**src/rtl/a23_shift_operand_stage_if.sv**
```systemverilog
// Operand-2 decode stage bus: upstream operand handshake plus the
// downstream barrel-shifter operand handshake.
// Handshake rule for both sides: a transfer happens on a rising clock edge
// where valid and ready are both high; the sender holds its payload stable
// while valid is high and ready is low.
interface a23_shift_operand_stage_if;
    // Upstream side
    logic        i_valid;
    logic        o_ready;
    logic [31:0] i_instruction;
    logic [31:0] i_rm_data;
    logic [7:0]  i_rs_data;
    logic        i_carry_flag;
    // Downstream side
    logic        o_valid;
    logic        i_ready;
    logic [31:0] o_shift_in;
    logic [7:0]  o_shift_amount;
    logic [1:0]  o_shift_function;
    logic        o_carry_in;
    logic        o_rrx;

    // Drives operands in and consumes decoded entries
    modport master (
        output i_valid, i_instruction, i_rm_data, i_rs_data, i_carry_flag, i_ready,
        input  o_ready, o_valid, o_shift_in, o_shift_amount, o_shift_function,
        o_carry_in, o_rrx
    );

    // The decode stage itself
    modport slave (
        input  i_valid, i_instruction, i_rm_data, i_rs_data, i_carry_flag, i_ready,
        output o_ready, o_valid, o_shift_in, o_shift_amount, o_shift_function,
        o_carry_in, o_rrx
    );
endinterface

```
**src/rtl/a23_shift_operand_stage.sv**
```systemverilog
// Decodes the operand-2 field of an ARM data-processing instruction into
// barrel shifter inputs and queues the result in a 2-entry skid buffer.
// No shifting happens here; 0 and >=32 register amounts pass through to
// the barrel shifter unchanged.
module a23_shift_operand_stage #(
    parameter int FIFO_DEPTH = 2   // fixed at 2; other depths unsupported
) (
    input  logic                         i_clk,
    input  logic                         i_rst_n,
    a23_shift_operand_stage_if.slave     bus
);

    typedef struct packed {
        logic [31:0] shift_in;
        logic [7:0]  amount;
        logic [1:0]  func;
        logic        carry_in;
        logic        rrx;
    } entry_t;

    localparam logic [1:0] SHIFT_LSR = 2'd1;
    localparam logic [1:0] SHIFT_ASR = 2'd2;
    localparam logic [1:0] SHIFT_ROR = 2'd3;

    entry_t     w_dec;
    entry_t     r_head;        // entry 0: always the one on the outputs
    entry_t     r_tail;        // entry 1: only meaningful when r_count == 2
    logic [1:0] r_count;
    logic [1:0] w_count_next;
    logic       r_ready;
    logic       w_push;
    logic       w_pop;
    logic [4:0] w_imm5;
    logic       w_unused_instr;

    // Instruction bits outside the operand-2 field and the I bit are not decoded
    assign w_unused_instr = ^{bus.i_instruction[31:26], bus.i_instruction[24:12]};

    assign w_imm5 = bus.i_instruction[11:7];
    assign w_push = bus.i_valid & r_ready;
    assign w_pop  = (r_count != 2'd0) & bus.i_ready;

    // Operand-2 decode of the incoming instruction
    always_comb begin
        w_dec          = '0;
        w_dec.shift_in = bus.i_rm_data;
        w_dec.carry_in = bus.i_carry_flag;
        w_dec.func     = bus.i_instruction[6:5];
        if (bus.i_instruction[25]) begin
            // 8-bit immediate rotated right by twice the 4-bit rotate field
            w_dec.shift_in = {24'd0, bus.i_instruction[7:0]};
            w_dec.func     = SHIFT_ROR;
            w_dec.amount   = {3'b000, bus.i_instruction[11:8], 1'b0};
        end else if (bus.i_instruction[4]) begin
            // Register-specified shift amount from Rs[7:0]
            w_dec.amount = bus.i_rs_data;
        end else begin
            // Immediate shift; imm5 = 0 encodes the special forms
            w_dec.amount = {3'b000, w_imm5};
            if (w_imm5 == 5'd0) begin
                case (bus.i_instruction[6:5])
                    SHIFT_LSR, SHIFT_ASR: w_dec.amount = 8'd32;
                    SHIFT_ROR: begin
                        // RRX: rotate by one through carry
                        w_dec.amount = 8'd1;
                        w_dec.rrx    = 1'b1;
                    end
                    default: ;
                endcase
            end
        end
    end

    // Occupancy after this cycle's push/pop
    always_comb begin
        w_count_next = r_count;
        case ({w_push, w_pop})
            2'b10:   w_count_next = r_count + 2'd1;
            2'b01:   w_count_next = r_count - 2'd1;
            default: w_count_next = r_count;
        endcase
    end

    // Occupancy and registered ready (ready never depends on i_ready combinationally)
    always_ff @(posedge i_clk or negedge i_rst_n) begin
        if (!i_rst_n) begin
            r_count <= 2'd0;
            r_ready <= 1'b1;
        end else begin
            r_count <= w_count_next;
            r_ready <= (w_count_next < 2'(FIFO_DEPTH));
        end
    end

    // Buffer storage; a push can only occur with count < 2, so push+pop means count == 1
    always_ff @(posedge i_clk or negedge i_rst_n) begin
        if (!i_rst_n) begin
            r_head <= '0;
            r_tail <= '0;
        end else begin
            if (w_push && w_pop) begin
                r_head <= w_dec;
            end else if (w_pop) begin
                if (r_count == 2'd2) begin
                    r_head <= r_tail;
                end
            end else if (w_push) begin
                if (r_count == 2'd0) begin
                    r_head <= w_dec;
                end else begin
                    r_tail <= w_dec;
                end
            end
        end
    end

    assign bus.o_ready          = r_ready;
    assign bus.o_valid          = (r_count != 2'd0);
    assign bus.o_shift_in       = r_head.shift_in;
    assign bus.o_shift_amount   = r_head.amount;
    assign bus.o_shift_function = r_head.func;
    assign bus.o_carry_in       = r_head.carry_in;
    assign bus.o_rrx            = r_head.rrx;

endmodule
```
**src/flat_wrapper.sv**
```systemverilog
// flat-port wrapper written by rule: the top's interface ports become plain ports
module a23_shift_operand_stage_flat 
#(
    parameter int FIFO_DEPTH = 2                                          
)
  (i_clk, i_rst_n, bus_i_valid, bus_i_instruction, bus_i_rm_data, bus_i_rs_data, bus_i_carry_flag, bus_i_ready, bus_o_ready, bus_o_valid, bus_o_shift_in, bus_o_shift_amount, bus_o_shift_function, bus_o_carry_in, bus_o_rrx);
  a23_shift_operand_stage_if bus_i ();
  input  logic i_clk;
  input  logic i_rst_n;
  input wire logic [$bits(bus_i.i_valid)-1:0] bus_i_valid;
  input wire logic [$bits(bus_i.i_instruction)-1:0] bus_i_instruction;
  input wire logic [$bits(bus_i.i_rm_data)-1:0] bus_i_rm_data;
  input wire logic [$bits(bus_i.i_rs_data)-1:0] bus_i_rs_data;
  input wire logic [$bits(bus_i.i_carry_flag)-1:0] bus_i_carry_flag;
  input wire logic [$bits(bus_i.i_ready)-1:0] bus_i_ready;
  output wire logic [$bits(bus_i.o_ready)-1:0] bus_o_ready;
  output wire logic [$bits(bus_i.o_valid)-1:0] bus_o_valid;
  output wire logic [$bits(bus_i.o_shift_in)-1:0] bus_o_shift_in;
  output wire logic [$bits(bus_i.o_shift_amount)-1:0] bus_o_shift_amount;
  output wire logic [$bits(bus_i.o_shift_function)-1:0] bus_o_shift_function;
  output wire logic [$bits(bus_i.o_carry_in)-1:0] bus_o_carry_in;
  output wire logic [$bits(bus_i.o_rrx)-1:0] bus_o_rrx;
  assign bus_i.i_valid = bus_i_valid;
  assign bus_i.i_instruction = bus_i_instruction;
  assign bus_i.i_rm_data = bus_i_rm_data;
  assign bus_i.i_rs_data = bus_i_rs_data;
  assign bus_i.i_carry_flag = bus_i_carry_flag;
  assign bus_i.i_ready = bus_i_ready;
  assign bus_o_ready = bus_i.o_ready;
  assign bus_o_valid = bus_i.o_valid;
  assign bus_o_shift_in = bus_i.o_shift_in;
  assign bus_o_shift_amount = bus_i.o_shift_amount;
  assign bus_o_shift_function = bus_i.o_shift_function;
  assign bus_o_carry_in = bus_i.o_carry_in;
  assign bus_o_rrx = bus_i.o_rrx;
  a23_shift_operand_stage #(.FIFO_DEPTH(FIFO_DEPTH)) u_core (.i_clk(i_clk), .i_rst_n(i_rst_n), .bus(bus_i));
endmodule
```
**config.mk**
```make
export PLATFORM = sky130hd
export DESIGN_NAME = a23_shift_operand_stage_flat
export DESIGN_NICKNAME = d
export VERILOG_FILES = /design/src/rtl/a23_shift_operand_stage_if.sv /design/src/rtl/a23_shift_operand_stage.sv /design/src/flat_wrapper.sv
export SDC_FILE = /design/constraint.sdc
export NUM_CORES = 1
export LEC_CHECK = 0
export ABC_AREA = 1
export BUFFER_PORTS_ARGS = -buffer_cell sky130_fd_sc_hd__buf_2
export CORE_MARGIN = 4
export CORE_UTILIZATION = 35
export DETAILED_ROUTE_END_ITERATION = 8
export GPL_TIMING_DRIVEN = 0
export PLACE_DENSITY = 0.62
export SYNTH_ARGS = -nofsm -noshare
export SYNTH_HDL_FRONTEND = slang
export SYNTH_SLANG_ARGS = --single-unit
export TNS_END_PERCENT = 20
```
**constraint.sdc**
```tcl
create_clock -name i_clk -period 1.6 [get_ports i_clk]
set_input_delay 0.08 -clock i_clk [delete_from_list [all_inputs] [get_ports i_clk]]
set_output_delay 0.08 -clock i_clk [all_outputs]
set_load 0.01 [all_outputs]
```
# Word level (Yosys, flattened, before mapping)
# Cells that the tools add are included.
[totals]
output_inout_bits = 46
elab_cells = 52
register_bits = 91
[op_classes]
n_bitwise = 5
reduce_logical = 9
addsub = 2
magnitude_cmp = 1
muxes = 16
n_eq_ne = 7
[ops]
columns = ["operator", "count"]
rows = [
  ["two-way mux 44 bit", 5],
  ["two-way mux 32 bit", 1],
  ["two-way mux 8 bit", 3],
  ["case mux 6 bit (2 select lines)", 1],
  ["equality test 2 bit (second input constant)", 4],
  ["nonzero test 3 bit", 2],
  ["logical NOT 5 bit", 1],
  ["equality test 2 x 1 -> 1 bit (second input constant)", 2],
  ["two-way mux 1 bit", 4],
  ["case mux 2 bit (2 select lines)", 1],
  ["AND reduction 4 bit", 1],
  ["!= test 3 bit (second input constant)", 1],
  ["NOT 1 bit", 3],
  ["AND reduction 3 bit", 1],
  ["adder 2 x 1 -> 2 bit (second input constant)", 1],
  ["bitwise AND 1 bit", 2],
  ["logical NOT 2 bit", 1],
  ["less-than comparator 2 bit (second input constant)", 1],
  ["two-way mux 2 bit", 1],
  ["nonzero test 2 bit", 1],
  ["OR reduction 2 bit", 1],
  ["subtractor 2 x 1 -> 2 bit (second input constant)", 1],
  ["logical AND 1 bit", 1],
]

# Depth between registers and ports, before layout
# Gate-level depths: netlist (run 1).
[logic_depth]
depth_word = 10
depth_mapped = 11
ltp_nobuf = 9

# Worst setup path before layout (run 1)
# OpenSTA, ideal clock, no wires.
[synth_path]
kind = "register -> register"
start = "register u_core.r_count[0]"
end = "register u_core.r_head, in the netlist u_core.bus.o_shift_in[20]"
period_less_slack_ns = 1.645
setup_slack_ns = -0.045
required_time_ns = 1.483
path_stages_with_launch = 12
n_path_buf = 2
t_arrival_ns = 1.528
setup_time_ns = 0.117
cell_sequence = "dfrtp_1 -> nor2_4 -> nor2_2 -> ha_1 -> inv_1 -> nand2_2 -> buf_4 -> buf_2 -> nand2_1 -> o21ai_0 -> nand2_1 -> nand2_1"
[synth_between]
elab_chain_cells = 5
[synth_lines]
columns = ["item", "line", "source"]
rows = [
  ["start, declared", "a23_shift_operand_stage.sv:28", "logic [1:0] r_count;"],
  ["start signal, assigned", "a23_shift_operand_stage.sv:90", "r_count <= w_count_next;"],
  ["nonzero test 2 bit", "a23_shift_operand_stage.sv:41", "assign w_pop = (r_count != 2'd0) & bus.i_ready;"],
  ["bitwise AND 1 bit", "a23_shift_operand_stage.sv:41", ""],
  ["logical AND 1 bit", "a23_shift_operand_stage.sv:101", "if (w_push && w_pop) begin"],
  ["!= test 3 bit (no source line) / nonzero test 3 bit (equally long branches)", "-", ""],
  ["AND reduction 3 bit (no source line)", "-", ""],
  ["end signal, assigned", "a23_shift_operand_stage.sv:102", "r_head <= w_dec;"],
  ["end signal, assigned", "a23_shift_operand_stage.sv:105", "r_head <= r_tail;"],
  ["end signal, assigned", "a23_shift_operand_stage.sv:109", "r_head <= w_dec;"],
  ["end, declared", "a23_shift_operand_stage.sv:26", "entry_t r_head;"],
]
# Several ways; a longest one is shown, not always the timed one.
# A chain may end at the register's enable or synchronous reset.

# Final worst setup path (run 1)
[layout_path]
start = "register u_core.r_count[0]"
end = "register u_core.r_head, in the netlist u_core.bus.o_shift_in[9]"
# Same word-level chain as after synthesis.

==> impl_results.md, run 1 <==
* Status: finished with violations
* Violated checks: setup timing
* Core Util, Final at 46.3%
* Largest net degree at the start of global routing at 50
* Top Metal Used: met4
* Final GP Congestion at 0.815
* Die ar. at ~14000 um^2
* Final hold viol count at 0
* Clock-pin transition on the worst setup and hold timing paths at about 0.06 ns
* Setup crit end kind: flip-flop
* Switch share at roughly 37%
* Vias in the first global route at 3984
* Hold Path Class: primary input to flip-flop
* Clock Path Buffers at 2
* Fin Setup TNS at -1.68 ns
* Required @ worst endpoint at roughly 1.8 ns
* Die width at 120 um
* Flops & latches, synth at 91
* Seq/Total Area, Yosys at ~52%
* Fin crit period at 1.66 ns
* Final instance area at ~5600 um^2
* Grt ovf at 0
* Hpwl dp at roughly 8500 um
* Synth area leaders: dfrtp_1 52%, nand2_1 18%, o21ai_0 12%
* DRT Pass-1 Iters at 5
* Syn Nets at between 600 and 700
* Multi-input gate area at 1700 um^2
* Met2 WL at 5200 um
* Layout Nets at 777
* Setup ws final at -0.0624 ns
* CTS tree: yes
* Synthesis-to-finish area growth at 28.7%
* Psw at 0.00355 W
* Vias per cell at 4.61
* M1 WL at 5480 um
* Fill count at 1259
* H-tree depth at 3
* CTS root buffer: clkbuf_16
* Prevailing post-synth register cell: dfrtp_1
* Post-synth EDFFs at 0
* Synth top cells by count: 207 x nand2_1, 107 x o21ai_0, 90 x dfrtp_1
* Layout cells sized above 1 at between 20% and 30%
* Max cap viols at 0
* Starting DRC count in detailed routing at 192
* Pins Over Slew Limit at 0
* # clock sinks at 91
* WL final at around 12000 um
* Unrepaired setup endpoints after global routing: yes
* Gr usage total at 17.0%
* Core area at 12100 um^2
* Synthesis Warnings at 0
* Wire length of the first global-routing pass at ~20000 um
* Finished Layout Cells at 866
* Area leader, netlist: dfrtp_1
* Sequential standard cell area at 2280 um^2
* Pwr dens at 1720 nW/um^2
* Max_slew headroom at 61.3%
* Synth async-reset ratio at 100%
* Leading cell type by number of instances after synthesis: nand2_1
* Power Internal at 0.00607 W
* Initial Util at 36.0%
* Comb power frac at 39.4%
* Yosys cell types at 24
* PortBufs at 102
* Worst Skew at 0.00433 ns
* Via Count at 3990
* Max VDD drop at 0.572 mV
* DR WL/cell at about 13 um
* Synth top area share at 51.7%
* Routed Antenna Nets at 0
* Max Freq at ~600 MHz
* CP arrival at 1.89 ns
* Final setup violation count at 46
* I/O pin cnt at 123
* Num rows at 40
* WS Path Type: flip-flop to flip-flop
* Inst Count DP at 841
* Sequential share of power at 39.4%
* Worst-Margin Slew at roughly 0.58 ns
* Cells after Synth at 570
* Crit-path max FO at 11
* Die height at 120 um
* Num CTS Buffers at 9
* Placed Area at a little over 5000 um^2
* Clk pwr share at about a fifth
* Post-Syn Area per Cell at roughly 7.6 um^2
* Number of remaining DRC errors at 0
* Met3 WL at 774 um
* Leakage at 3.02 nW
* ANT cells at 0
* Antenna violations before repair at 0
* Clk_lat worst skew at 0.33 ns
* Cell Area, Synth at between 4000 and 5000 um^2
* Worst setup SP type: flip-flop
* Final period utilization at 104%
-- worst max-delay path, stage by stage, from the launching register on --
cell and delay [ns]:
dfrtp_2 0.43, nor2_4 0.15, nor2_4 0.05, ha_2 0.16
inv_2 0.06, nand2_4 0.09, o21ai_4 0.16, buf_12 0.16
inv_8 0.06, buf_6 0.13, nand2_1 0.05, nand2_1 0.06
-- area by class of cell --
| type | count | area share (%) |
|---|---|---|
| Tap cell | 168 | 3.75 |
| Clock buffer | 13 | 5.00 |
| Timing Repair Buffer | 114 | 11.6 |
| Clock inverter | 1 | 0.134 |
| Sequential cell | 91 | 40.7 |
| Inverter | 70 | 4.82 |
| Multi-Input combinational cell | 378 | 30.3 |
| Buffer | 31 | 3.79 |
-- logic make-up (layout without fill, tap and decap cells) --
kind of cell | after synthesis | in the layout | share of synthesized area [%]
flops | 91 | 91 | 52.3
xor+xnor | 2 | 2 | 0.402
simple gates | 256 | 256 | 22.7
compound gates | 111 | 111 | 13.0
buf+inv | 101 | 229 | 9.22
mux | 4 | 4 | 0.919
fa+ha+maj | 5 | 5 | 1.44
-- per-stage QoR --
step	setup slack [ns]	hold WS, ns	power (W)
after floorplan	-0.0235	-0.216	0.00596
after global placement	-0.401	0.320	0.00713
after detailed placement	-0.370	0.117	0.00726
after CTS	-0.0587	0.0672	0.00970
after global routing	-0.191	0.104	0.0104
final	-0.0624	0.0775	0.00962
-- cells in the final DEF, fill, tap and decap left out, types with 2 or more instances in the layout --
cell | netlist | layout
nand2_1 | 207 | 203
buf_6 | 0 | 7
o21ai_0 | 107 | 104
inv_1 | 69 | 67
mux2i_1 | 4 | 4
nand4_1 | 2 | 2
nor2_1 | 40 | 40
clkbuf_8 | 0 | 4
ha_1 | 5 | 4
inv_2 | 1 | 2
clkbuf_1 | 15 | 5
nand2_2 | 1 | 4
nand3_1 | 3 | 3
nor2_4 | 1 | 2
clkbuf_16 | 0 | 9
o21ai_1 | 1 | 4
buf_2 | 15 | 103
buf_4 | 1 | 15
dlygate4sd3_1 | 0 | 2
clkbuf_2 | 0 | 9
dfrtp_1 | 90 | 89
-- power groups by stage --
| stage | clock [W] | sequential, W | combinational [W] |
|---|---|---|---|
| 2_1_floorplan | 0 | 0.00398 | 0.00198 |
| 3_3_place_gp | 0 | 0.00379 | 0.00334 |
| 3_5_place_dp | 0 | 0.00383 | 0.00343 |
| 4_1_cts | 0.00209 | 0.00381 | 0.00380 |
| 5_1_grt | 0.00220 | 0.00391 | 0.00433 |
| 6_report | 0.00204 | 0.00379 | 0.00379 |
-- flip-flops by register name, summed over array words and instances (netlist names) --
signal                       cells
u_core.r_tail                   44
u_core.r_count                   2
u_core.bus.o_shift_function      2
u_core.bus.o_rrx                 1
u_core.bus.o_carry_in            1
u_core.bus.o_shift_amount        8
u_core.bus.o_shift_in           32
u_core.bus.o_ready               1
-- final timing paths --
path                       cells past startpoint                       from                        end  slack (ns)
setup / recovery                              11          u_core.r_count[0]   u_core.bus.o_shift_in[9]       -0.06
hold / removal                                 3           bus_i_rm_data[2]          u_core.r_tail[14]        0.08
setup reg to reg                              11          u_core.r_count[0]   u_core.bus.o_shift_in[9]       -0.06
hold reg to reg                                2  u_core.bus.o_shift_in[17]  u_core.bus.o_shift_in[17]        0.47
max in group asynchronous                      3                    i_rst_n         u_core.bus.o_ready        0.61
min in group asynchronous                      2                    i_rst_n   u_core.bus.o_shift_in[6]        0.29
-- repair_timing --
action                                  4_1_cts  5_1_grt
endpoints found under the setup margin       84       87
pin swaps                                     3        1
hold buffers                                  2        0
gates resized for setup                      38        4
buffers inserted                              6        1
endpoints found under the hold margin        43        0
cloned                                        2        0
-- layer usage --
layer	up-vias	track usage, %
met3	8	3.53
met5	-	0
met1	1844	23.9
met2	135	26.7
met4	0	5.08
li1	2003	-
Power figures use the tool's default switching activity.
==> run 2: changes to the inputs <==
--- a/config.mk
+++ b/config.mk
@@ -7,10 +7,12 @@
 export LEC_CHECK = 0
 export ABC_AREA = 1
 export BUFFER_PORTS_ARGS = -buffer_cell sky130_fd_sc_hd__buf_2
-export CORE_MARGIN = 4
+export CORE_MARGIN = 2
 export CORE_UTILIZATION = 35
+export CTS_BUF_LIST = sky130_fd_sc_hd__clkbuf_2 sky130_fd_sc_hd__clkbuf_4 sky130_fd_sc_hd__clkbuf_8
 export DETAILED_ROUTE_END_ITERATION = 8
 export GPL_TIMING_DRIVEN = 0
+export HOLD_SLACK_MARGIN = 0.08
 export PLACE_DENSITY = 0.62
 export SYNTH_ARGS = -nofsm -noshare
 export SYNTH_HDL_FRONTEND = slang
==> impl_results.md, run 2 (synthesis gave the netlist of run 1 again) <==
* Final hold viol count at 0 (unchanged)
* Cell mode on critical path: nor2_4
* Setup crit end kind: flip-flop
* Max reg flops at 44 (unchanged)
* Biggest register: u_core.r_tail
* WL final at 12100 um (+4.8%)
* Clock-pin transition on the worst setup and hold timing paths at 0.09 ns (+0.03 ns)
* Layout cells sized above 1 at 24.5% (+0.53 points)
* Initial Util at 36.1% (+0.15 points)
* Clock Path Buffers at 2 (unchanged)
* Wire length of the first global-routing pass at 19300 um (-1.8%)
* PortBufs at 102 (unchanged)
* Commonest non-fill, non-tap cell in the layout: nand2_1
* CTS root buffer: clkbuf_8
* Hpwl dp at 8270 um (-3.1%)
* Antenna violations before repair at 0 (unchanged)
* Via Count at 4158 (+4.2%)
* CP Buf/Inv Count at 4 (unchanged)
* Hold Path Class: primary input to flip-flop
* Required @ worst endpoint at 1.87 ns (+0.04 ns)
* Synthesis-to-finish area growth at 39.6%
* R2r setup slk at -0.08 ns (-0.02 ns)
* Max VDD drop at 0.581 mV (+1.6%)
* Num rows at 40 (unchanged)
* Core Util, Final at 50.4% (+4.1 points)
* Power, Total at 0.00988 W (+2.6%)
* H-tree depth at 3 (unchanged)
* Crit-path max FO at 8 (-3)
* Die ar. at 13400 um^2 (-6.6%)
* Unrepaired setup endpoints after global routing: yes
* DRT Pass-1 Iters at 5 (unchanged)
* Fin Setup TNS at -1.95 ns (-0.270 ns)
* Die width at 116 um (-3.3%)
* Worst-Margin Slew at 0.558 ns (-0.0226 ns)
* Num CTS Buffers at 9 (unchanged)
* Fin crit period at 1.68 ns (+0.0189 ns)
* Violated checks: setup timing
* Routed Antenna Nets at 0 (unchanged)
* # clock sinks at 91 (unchanged)
* Setup ws final at -0.0813 ns (-0.0189 ns)
* Largest net degree at the start of global routing at 54 (+8.0%)
* Final setup violation count at 44 (-4.3%)
* Worst setup SP type: flip-flop
* I/O pin cnt at 123 (unchanged)
* Fill count at 1179 (-6.4%)
* Max_slew headroom at 62.8% (+1.5 points)
* Max Freq at 595 MHz (-1.1%)
* Worst Skew at 0.0104 ns (+0.00606 ns)
* Clk_lat worst skew at 0.38 ns (+0.05 ns)
* Pins Over Slew Limit at 0 (unchanged)
* ANT cells at 0 (unchanged)
* Number of remaining DRC errors at 0 (unchanged)
* CTS tree: yes
* Vias per cell at 4.58 (-0.61%)
* Pwr dens at 1620 nW/um^2 (-5.4%)
* Gr usage total at 18.7% (+1.6 points)
* Slowest stage delay, CP at 0.43 ns (about the same)
* WS Path Type: flip-flop to flip-flop
* DR WL/cell at 13.3 um (about the same)
* Max cap viols at 0 (unchanged)
* Final period utilization at 105% (+1.2 points)
* Most frequent cells in the layout: 197 x nand2_1, 102 x buf_2, 100 x o21ai_0, 89 x dfrtp_1, 67 x inv_1
* Leakage at 3.21 nW (+6.1%)
* Vias in the first global route at 3976 (-0.20%)
* Layout Nets at 817 (+5.1%)
* Top delay family on crit path: buffers and inverters
* Final GP Congestion at 0.845 (+3.7%)
* Starting DRC count in detailed routing at 257 (+34%)
* Grt ovf at 0 (unchanged)
* Die height at 116 um (-3.3%)
* Crit-path cells: nor2_4, nor2_4, ha_4, inv_4, nand2_8, o21ai_4, buf_12, inv_8, clkbuf_16, nand2_2, nand2_1
* CP max-delay cell: dfrtp_2
* Status: finished with violations
* Core area at 12100 um^2 (-0.41%)
* CP arrival at 1.95 ns (+0.06 ns)
[run 2: cell count changes in the layout (fill, tap and decap cells not counted), moves of 3 or more]
cell,delta
o21ai_0,-4
clkbuf_8,+6
nand2_2,+6
clkbuf_16,-8
dlygate4sd3_1,+40
bufinv_16,+3
nand2_1,-6
buf_4,-4
clkbuf_4,+4
[run 2: repair_timing]
action / in CTS / in global routing
setup endpoints to repair: 73 / 86
gates cloned: 1 / 1
pin swaps: 3 / 4
hold endpoints to repair: 76 / 0
hold buffers: 42 / 0
setup buffers: 7 / 0
gates resized for setup: 45 / 26
[run 2: power breakdown]
part	switching [W]	total, W	internal [W]
combinational	0.00239	0.00414	0.00176
clock	0.000877	0.00196	0.00108
sequential	0.000444	0.00377	0.00333
total	0.00371	0.00988	0.00617
[run 2: cell type report]
cell class	count	area [um^2]	share of cell area [%]
buffer	31	236	3.89
clock buffer	10	138	2.26
clock inverter	6	113	1.85
inverter	70	273	4.48
multi-input combinational	378	1760	28.9
sequential	91	2280	37.5
tap	168	210	3.46
timing repair buffer	154	1070	17.7
[run 2: through the flow]
| stage | area (um^2) | hold WS [ns] | cells | worst slack [ns] |
|---|---|---|---|---|
| final | 6080 | 0.106 | 908 | -0.0813 |
| after global routing | 6080 | 0.129 | 908 | -0.154 |
| after CTS | 5990 | 0.0811 | 907 | -0.0186 |
| after detailed placement | 5140 | 0.100 | 841 | -0.335 |
| after global placement | 5110 | 0.321 | 840 | -0.405 |
| after floorplan | 4390 | -0.216 | 570 | -0.0235 |
[run 2: worst reg2reg max path: stages (launching register included)]
cell and delay (ns):
dfrtp_2 0.43, nor2_4 0.15, nor2_4 0.05, ha_4 0.16, inv_4 0.07, nand2_8 0.08
o21ai_4 0.18, buf_12 0.16, inv_8 0.06, clkbuf_16 0.15, nand2_2 0.05, nand2_1 0.05
[run 2: path summary, 6_finish.rpt]
check                                          start                         to  cells past startpoint
min in group asynchronous                    i_rst_n   u_core.bus.o_shift_in[3]                      2
max reg2reg                        u_core.r_count[0]  u_core.bus.o_shift_in[20]                     11
max                                u_core.r_count[0]  u_core.bus.o_shift_in[20]                     11
max in group asynchronous                    i_rst_n         u_core.bus.o_ready                      3
min                                bus_i_rm_data[27]          u_core.r_tail[39]                      5
min reg2reg                u_core.bus.o_shift_in[17]  u_core.bus.o_shift_in[17]                      2
[run 2: per-layer routing]
layer  track usage, %  vias up  wire, um
li1                 -     2092         -
met1             25.7     1917      5790
met2             29.2      131      5440
met3             3.45       18       635
met4             7.55        0       234
met5                0        -         0
==> run 3: changes to the inputs <==
--- a/config.mk
+++ b/config.mk
@@ -13,7 +13,8 @@
 export DETAILED_ROUTE_END_ITERATION = 8
 export GPL_TIMING_DRIVEN = 0
 export HOLD_SLACK_MARGIN = 0.08
-export PLACE_DENSITY = 0.62
+export PLACE_DENSITY = 0.59
+export RECOVER_POWER = 25
 export SYNTH_ARGS = -nofsm -noshare
 export SYNTH_HDL_FRONTEND = slang
 export SYNTH_SLANG_ARGS = --single-unit
==> constraint.sdc (replaced) <==
create_clock -name i_clk -period 1.8 [get_ports i_clk]
set_input_delay 0.09 -clock i_clk [delete_from_list [all_inputs] [get_ports i_clk]]
set_output_delay 0.09 -clock i_clk [all_outputs]
set_load 0.01 [all_outputs]
==> impl_results.md, run 3 (synthesis gave the netlist of run 1 again) <==
* Comb power frac at 39.8% (-2.1 points)
* WL final at 11500 um (-4.9%)
* Pwr dens at 1420 nW/um^2 (-12%)
* DRT Pass-1 Iters at 4 (-1)
* Vias in the first global route at 3932 (-1.1%)
* Setup crit end kind: flip-flop
* # clock sinks at 91 (unchanged)
* Setup ws final at 0.125 ns (+0.206 ns)
* Slowest stage delay, CP at 0.41 ns (-0.02 ns)
* Final GP Congestion at 0.780 (-7.8%)
* Required @ worst endpoint at 2.06 ns (+0.19 ns)
* Layout Nets at 803 (-1.7%)
* Hpwl dp at 8190 um (-0.93%)
* Biggest register: u_core.r_tail
* Num rows at 40 (unchanged)
* Max cap viols at 0 (unchanged)
* Leakage at 3.06 nW (-4.5%)
* Max VDD drop at 0.595 mV (+2.3%)
* Max Freq at 597 MHz (+0.37%)
* Initial Util at 36.1% (unchanged)
* Crit-path max FO at 10 (+2)
* Max_slew headroom at 38.1% (-25 points)
* Power Internal at 0.00512 W (-17%)
* CTS tree: yes
* Clock-pin transition on the worst setup and hold timing paths at 0.09 ns (about the same)
* Die ar. at 13400 um^2 (unchanged)
* Number of remaining DRC errors at 0 (unchanged)
* Max reg flops at 44 (unchanged)
* Clk_lat worst skew at 0.36 ns (-0.02 ns)
* Unrepaired setup endpoints after global routing: no
* Clk pwr share at 19.0% (-0.8 points)
* Sequential share of power at 41.2% (+3.0 points)
* Hold Path Class: primary input to flip-flop
* Grt ovf at 0 (unchanged)
* Fill count at 1211 (+2.7%)
* Largest net degree at the start of global routing at 56 (+3.7%)
* Clock Path Buffers at 2 (unchanged)
* Crit-path cells: nor2_4, nor2_4, ha_2, inv_2, nand2_4, o21ai_4, buf_12, inv_4, buf_4, nand2_1, nand2_1
* H-tree depth at 3 (unchanged)
* WS Path Type: flip-flop to flip-flop
* PortBufs at 102 (unchanged)
* Core Util, Final at 47.6% (-2.8 points)
* Final setup violation count at 0 (-100%)
* Pins Over Slew Limit at 0 (unchanged)
* Worst-Margin Slew at 0.929 ns (+0.371 ns)
* Fin crit period at 1.68 ns (-0.00613 ns)
* Worst Skew at 0.00963 ns (-0.000760 ns)
* ANT cells at 0 (unchanged)
* Worst setup SP type: flip-flop
* Hold_ws at 0.0804 ns (-0.0260 ns)
* Vias per cell at 4.56 (-0.52%)
* Antenna violations before repair at 0 (unchanged)
* Die height at 116 um (unchanged)
* Via Count at 4068 (-2.2%)
* Psw at 0.00305 W (-18%)
* Final hold viol count at 0 (unchanged)
* CP arrival at 1.93 ns (-0.02 ns)
* Num CTS Buffers at 9 (unchanged)
* Core area at 12100 um^2 (unchanged)
* Layout cells sized above 1 at 21.4% (-3.1 points)
* Commonest non-fill, non-tap cell in the layout: nand2_1
* Routed Antenna Nets at 0 (unchanged)
* Gr usage total at 18.1% (-0.51 points)
* DR WL/cell at 12.9 um (-3.3%)
* Synthesis-to-finish area growth at 31.8%
* Switch share at 37.3% (-0.22 points)
* Starting DRC count in detailed routing at 198 (-23%)
* I/O pin cnt at 123 (unchanged)
* Wire length of the first global-routing pass at 18800 um (-2.5%)
* Status: finished clean
* Final period utilization at 93.1% (-12 points)
* Most frequent cells in the layout: 206 x nand2_1, 106 x o21ai_0, 101 x buf_2, 89 x dfrtp_1, 67 x inv_1
* CP max-delay cell: dfrtp_1
* Dpl ws at -0.192 ns (+0.143 ns)
* CTS root buffer: clkbuf_8
* Die width at 116 um (unchanged)
## run 3: layer usage
| layer | part of all wire, % | global-route usage (%) | up-vias |
|---|---|---|---|
| met4 | 1.5 | 6.35 | 0 |
| li1 | - | - | 2053 |
| met3 | 4.5 | 2.72 | 13 |
| met1 | 50 | 26.0 | 1893 |
| met5 | 0 | 0 | - |
| met2 | 44 | 28.1 | 109 |
## run 3: power by group through the flow
| stage | logic [W] | registers [W] | clock network [W] |
|---|---|---|---|
| global route | 0.00374 | 0.00347 | 0.00166 |
| finish | 0.00325 | 0.00337 | 0.00155 |
| detailed placement | 0.00298 | 0.00341 | 0 |
| CTS | 0.00319 | 0.00337 | 0.00159 |
| global placement | 0.00292 | 0.00338 | 0 |
| floorplan | 0.00171 | 0.00353 | 0 |
## run 3: worst max-delay path, delay by kind of cell, from the launching register on
family,cells,cell delay (ns)
and+or+nand+nor,5,0.43
DFF,1,0.41
buffers and inverters,4,0.40
adders and majority gates,1,0.18
AOI/OAI and AO/OA,1,0.16
## run 3: stage by stage
stage	instances	total power (W)	setup TNS (ns)	cell area (um^2)
CTS	890	0.00815	-0.326	5700
detailed placement	841	0.00638	-5.76	5110
finish	893	0.00817	0	5740
floorplan	570	0.00524	0	4360
global placement	840	0.00630	-25.23	5080
global route	893	0.00888	0	5740
## run 3: worst paths after layout
check	startpoint	endpoint	slack (ns)	depth (start not counted)
max reg2reg	u_core.r_count[1]	u_core.bus.o_shift_in[26]	0.12	11
max in group asynchronous	i_rst_n	u_core.r_count[0]	0.39	3
min in group asynchronous	i_rst_n	u_core.bus.o_shift_in[6]	0.39	2
max	u_core.r_count[1]	u_core.bus.o_shift_in[26]	0.12	11
min	bus_i_instruction[6]	u_core.r_tail[3]	0.08	3
min reg2reg	u_core.bus.o_shift_in[28]	u_core.bus.o_shift_in[28]	0.48	2
## run 3: layout make-up
type | instances | area, um^2 | share of cell area, %
Clock buffer | 13 | 160 | 2.79
Buffer | 31 | 190 | 3.31
Multi-Input combinational cell | 378 | 1690 | 29.5
Clock inverter | 2 | 60.1 | 1.05
Sequential cell | 91 | 2280 | 39.7
Timing Repair Buffer | 140 | 885 | 15.4
Tap cell | 168 | 210 | 3.66
Inverter | 70 | 265 | 4.62
## run 3: what timing repair did
action / in CTS / in global routing
pin swaps: 2 / 2
setup buffers: 3 / 3
endpoints found under the setup margin: 64 / 57
resized for setup: 17 / 17
hold endpoints to repair: 62 / 0
hold buffers: 31 / 0
